[src/rtl/fifo_stream_reader_if.sv]
// Stream-reader bus: FIFO read port on one side, valid/ready stream and
// debug counter on the other. master = the reader, slave = its surroundings.
interface fifo_stream_reader_if #(
    parameter int FIFO_WIDTH  = 8,
    parameter int COUNT_WIDTH = 16
);
    logic                   fifo_empty;
    logic                   fifo_wr_en;
    logic [FIFO_WIDTH-1:0]  fifo_data;
    logic                   fifo_rd_en;
    logic                   m_valid;
    logic                   m_ready;
    logic [FIFO_WIDTH-1:0]  m_data;
    logic [COUNT_WIDTH-1:0] word_count;

    modport master (
        input  fifo_empty, fifo_wr_en, fifo_data, m_ready,
        output fifo_rd_en, m_valid, m_data, word_count
    );

    modport slave (
        output fifo_empty, fifo_wr_en, fifo_data, m_ready,
        input  fifo_rd_en, m_valid, m_data, word_count
    );
endinterface

[src/rtl/fifo_stream_reader.sv]
// Drain stage behind a sync FIFO: turns the empty/rd_en port with one cycle
// of read latency into a first-word-fall-through valid/ready stream using a
// two-entry circular buffer. Reads are credit-limited so the buffer can
// always absorb every word already requested.
module fifo_stream_reader #(
    parameter int FIFO_WIDTH  = 8,
    parameter int COUNT_WIDTH = 16
) (
    input  logic                 clk,
    input  logic                 rstN,
    fifo_stream_reader_if.master bus
);

    logic [1:0]             occ;       // words held in the buffer (0..2)
    logic                   head;      // slot presented on m_data
    logic                   pending;   // read issued last cycle, data arrives now
    logic [FIFO_WIDTH-1:0]  buf_mem [2];
    logic [COUNT_WIDTH-1:0] cnt;

    logic       valid;
    logic       pop;
    logic       rd_en;
    logic       wr_slot;
    logic [2:0] credit;

    // Handshake, read credit and capture slot
    always_comb begin
        valid   = (occ != 2'd0);
        pop     = valid & bus.m_ready;
        // Words owned after this cycle; a read is allowed only if it still fits.
        credit  = {1'b0, occ} + {2'b00, pending} - {2'b00, pop};
        // The FIFO drops a read in a write cycle, so never issue one then.
        rd_en   = rstN & ~bus.fifo_empty & ~bus.fifo_wr_en & (credit < 3'd2);
        wr_slot = head ^ occ[0];
    end

    assign bus.fifo_rd_en = rd_en;
    assign bus.m_valid    = valid;
    assign bus.m_data     = buf_mem[head];
    assign bus.word_count = cnt;

    // Read-in-flight flag: set by a read, cleared once its data is captured
    always_ff @(posedge clk or negedge rstN) begin
        if (!rstN) pending <= 1'b0;
        else       pending <= rd_en;
    end

    // Capture returning FIFO data into the slot behind the current tail
    always_ff @(posedge clk or negedge rstN) begin
        if (!rstN) begin
            buf_mem[0] <= '0;
            buf_mem[1] <= '0;
        end else if (pending) begin
            buf_mem[wr_slot] <= bus.fifo_data;
        end
    end

    // Occupancy and head pointer: capture fills, pop drains and advances
    always_ff @(posedge clk or negedge rstN) begin
        if (!rstN) begin
            occ  <= 2'd0;
            head <= 1'b0;
        end else begin
            occ <= occ + {1'b0, pending} - {1'b0, pop};
            if (pop) head <= ~head;
        end
    end

    // Delivered-word counter, wraps naturally
    always_ff @(posedge clk or negedge rstN) begin
        if (!rstN)    cnt <= '0;
        else if (pop) cnt <= cnt + COUNT_WIDTH'(1);
    end

endmodule
[src/flat_wrapper.sv]
// flat-port wrapper written by rule: the top's interface ports become plain ports
module fifo_stream_reader_flat 
#(
    parameter int FIFO_WIDTH  = 8,
    parameter int COUNT_WIDTH = 16
)
  (clk, rstN, bus_fifo_empty, bus_fifo_wr_en, bus_fifo_data, bus_m_ready, bus_fifo_rd_en, bus_m_valid, bus_m_data, bus_word_count);
  fifo_stream_reader_if #(.FIFO_WIDTH(FIFO_WIDTH), .COUNT_WIDTH(COUNT_WIDTH)) bus_i ();
  input  logic clk;
  input  logic rstN;
  input wire logic [$bits(bus_i.fifo_empty)-1:0] bus_fifo_empty;
  input wire logic [$bits(bus_i.fifo_wr_en)-1:0] bus_fifo_wr_en;
  input wire logic [$bits(bus_i.fifo_data)-1:0] bus_fifo_data;
  input wire logic [$bits(bus_i.m_ready)-1:0] bus_m_ready;
  output wire logic [$bits(bus_i.fifo_rd_en)-1:0] bus_fifo_rd_en;
  output wire logic [$bits(bus_i.m_valid)-1:0] bus_m_valid;
  output wire logic [$bits(bus_i.m_data)-1:0] bus_m_data;
  output wire logic [$bits(bus_i.word_count)-1:0] bus_word_count;
  assign bus_i.fifo_empty = bus_fifo_empty;
  assign bus_i.fifo_wr_en = bus_fifo_wr_en;
  assign bus_i.fifo_data = bus_fifo_data;
  assign bus_i.m_ready = bus_m_ready;
  assign bus_fifo_rd_en = bus_i.fifo_rd_en;
  assign bus_m_valid = bus_i.m_valid;
  assign bus_m_data = bus_i.m_data;
  assign bus_word_count = bus_i.word_count;
  fifo_stream_reader #(.FIFO_WIDTH(FIFO_WIDTH), .COUNT_WIDTH(COUNT_WIDTH)) u_core (.clk(clk), .rstN(rstN), .bus(bus_i));
endmodule
[config.mk]
export PLATFORM = sky130hd
export DESIGN_NAME = fifo_stream_reader_flat
export DESIGN_NICKNAME = d
export VERILOG_FILES = /design/src/rtl/fifo_stream_reader_if.sv /design/src/rtl/fifo_stream_reader.sv /design/src/flat_wrapper.sv
export SDC_FILE = /design/constraint.sdc
export NUM_CORES = 1
export LEC_CHECK = 0
export ABC_AREA = 1
export CAP_MARGIN = 25
export CORE_UTILIZATION = 36
export CTS_CLUSTER_DIAMETER = 120
export DETAILED_ROUTE_END_ITERATION = 16
export GPL_TIMING_DRIVEN = 0
export MAX_ROUTING_LAYER = met4
export PLACE_DENSITY_LB_ADDON = 0.12
export RECOVER_POWER = 100
export SETUP_SLACK_MARGIN = 0.02
export SLEW_MARGIN = 20
export SYNTH_ARGS = -nofsm -noshare
export SYNTH_HDL_FRONTEND = slang
export SYNTH_SLANG_ARGS = --single-unit
[constraint.sdc]
create_clock -name clk -period 3.6 [get_ports clk]
set_input_delay 0.9 -clock clk [delete_from_list [all_inputs] [get_ports clk]]
set_output_delay 0.9 -clock clk [all_outputs]
set_load 0.005 [all_outputs]
==> flow_summary.toml <==
[cells_and_area]
final_cell_mix = "nand2_1 (62), dfrtp_1 (36), inv_1 (30)"
antenna_cells = 0
layout_commonest_cell = "nand2_1"
nFillCells = 476
multi_input_area_um2 = 689
final_nets = 269
drive_gt1_frac = 0.0516
seqCellArea_um2 = 901
syn2layout_area_growth_pct = 29.9
stdcell_area_mm2 = 0.00227

[global_routing]
grt_pass1_wl_mm = 6.13
overflow = 0
grt_pass1_vias = 1272
gr-usage-all-layers = 0.162
grt_max_degree = 27
antenna_found_initial = 0

[timing]
post-route-min-period_ns = 3.47
finalMaxSlewViolations = 0
finalCritPeriodShare = 0.963
holdWs_ns = 0.473
finClkSkew_ns = 0.00473
finalSetupViolations = 0
rsz0062_at_grt = "false"
max_clock_freq_mhz = 288
worst_slew_pin_slew_ns = 0.776
slew_headroom = 0.479
setup_tns_ns = 0
hold_viol = 0

[hold_path]
hold_path.class = "flop to flop"
hold_start = "u_core.buf_mem[10]"

[critical_path]
setup.worst_path.class = "input pin to output port"
start_kind = "input pin"
required_ns = 2.70
r2r_end = "u_core.pending"
cp_max_fo = 2
reg2reg_from = "u_core.occ[0]"
crit_path_end_kind = "output port"
cp.arrival_ns = 2.57
reg2reg_setup_slack_ns = 1.57
reg2reg_depth = 7
cp-startpoint = "bus_m_ready"
crit_end = "bus_fifo_rd_en"

[place]
place.gp.congestion = 0.784
portBuffers = 38
post-dp-hpwl_mm = 2.58
placed_area_mm2 = 0.00221

[drt]
wl_met1_mm = 1.80
maxUsedRoutingLayer = "met4"
drc = 0
drtPass1Iterations = 4
routed-wl-met3_um = 149
wl_per_cell_um = 11.7
wirelength_mm = 3.57
drt_iter0_drc = 58
viasPerCell = 4.52
wl_met2_mm = 1.56
ant_nets = 0
vias = 1383

[floorplanning]
io_pins = 39
die_y_um = 71.8
core.rowCount = 25
fp.dieW_um = 71.8
start_util = 0.373
core_area_mm2 = 0.00469
die_area_mm2 = 0.00515

[run_status]
status = "complete, no violations"

[power]
ir_drop_mv = 0.279
leakagePower_nw = 1.13
p_per_area_mw_per_mm2 = 688
finalPower_w = 0.00157

[clocking]
cts_made_buffers = 5
ctsHoldBuffers = 0
cts_tree = "built"
cts_num_sinks = 36
clk_pin_slew_ns = 0.07
cts_root_buffer = "clkbuf_8"
cts_buffer_depth = 2
clk_latency_ns = 0.29
htreeDepth = 2

[yosys]
syn-instance-count = 205
yosysUniqueCellTypes = 20
ys_seq_area_frac = 0.514
syn-cell-area_mm2 = 0.00175
yosysWarnings = 0
syn_avg_cell_area_um2 = 8.54
synth_seq_cells = 36
synth_nets = 222

[job]
cap_violations = 0
-- how the worst min path moves through the flow --
stage                                    end  slack, ns  depth (start not counted)
after floorplan           u_core.buf_mem[10]       0.44                          2
after global placement    u_core.buf_mem[10]       0.46                          2
after detailed placement  u_core.buf_mem[10]       0.46                          2
after CTS                  u_core.buf_mem[7]       0.48                          1
after global routing       u_core.buf_mem[9]       0.50                          2
final                     u_core.buf_mem[10]       0.47                          2
-- area by class of cell --
type,count,area share
inverters,31,0.0512
clock buffers,7,0.0424
repair buffers,40,0.173
flip-flops and latches,36,0.396
well taps,54,0.0297
multi-input cells,135,0.303
plain buffers,3,0.00495
-- report_power, final --
part / total (W) / switching, W / internal (W)
sequential: 0.000643 / 0.0000918 / 0.000551
combinational: 0.000612 / 0.000311 / 0.000302
clock: 0.000310 / 0.000139 / 0.000170
-- critical path, cell delays in order --
cell and delay [ns]:
clkdlybuf4s15_1 0.19, inv_2 0.07, nor2_4 0.03, ha_1 0.27, inv_1 0.04, ha_2 0.16, fa_1 0.49, nor4_2 0.26
buf_2 0.16
-- layer usage --
| layer | global-route usage | vias to the layer above |
|---|---|---|
| li1 | - | 725 |
| met1 | 0.219 | 626 |
| met2 | 0.227 | 25 |
| met3 | 0.0478 | 7 |
| met4 | 0.0654 | 0 |
| met5 | - | - |
-- Yosys cell counts --
cell / n / area [um^2]
nor3_1: 1 / 5.00
dfrtp_1: 36 / 901
xnor2_2: 1 / 16.3
nor2_4: 3 / 33.8
xor2_1: 7 / 61.3
nor4_1: 1 / 6.26
nor2_1: 12 / 45.0
xnor2_1: 6 / 52.6
buf_6: 1 / 11.3
inv_1: 31 / 116
nand3_1: 18 / 90.1
o21ai_0: 17 / 85.1
nand2_4: 1 / 11.3
buf_1: 1 / 3.75
ha_1: 3 / 37.5
nand4_1: 2 / 12.5
clkbuf_1: 1 / 3.75
fa_1: 1 / 20.0
nand2_1: 61 / 229
nand3_2: 1 / 10.0
-- through the flow --
| stage | util | setup WS (ns) | cells |
|---|---|---|---|
| floorplan | - | 0.328 | 205 |
| global placement | 0.469 | -0.971 | 297 |
| detailed placement | 0.472 | -0.800 | 298 |
| CTS | 0.498 | 0.0564 | 306 |
| global route | 0.485 | 0.0172 | 306 |
| finish | 0.485 | 0.132 | 306 |
-- registers in the layout, summed over array words and instances, names as in the netlist --
| register | flops |
|---|---|
| u_core.buf_mem | 16 |
| u_core.bus.word_count | 16 |
| u_core.pending | 1 |
| u_core.head | 1 |
| u_core.occ | 2 |
-- logic make-up after synthesis --
kind of cell,count (synthesis),synth area share
buffers and inverters,34,0.0771
AND/OR/NAND/NOR,100,0.253
XOR/XNOR,14,0.0743
flip-flops,36,0.514
adder cells (fa/ha/maj),4,0.0329
AO/OA/AOI/OAI,17,0.0486
-- what timing repair did --
action	CTS	global route
pin swaps	4	1
gates resized for setup	10	0
endpoints found under the setup margin	1	1
buffers inserted	1	0
Power figures use the tool's default switching activity.
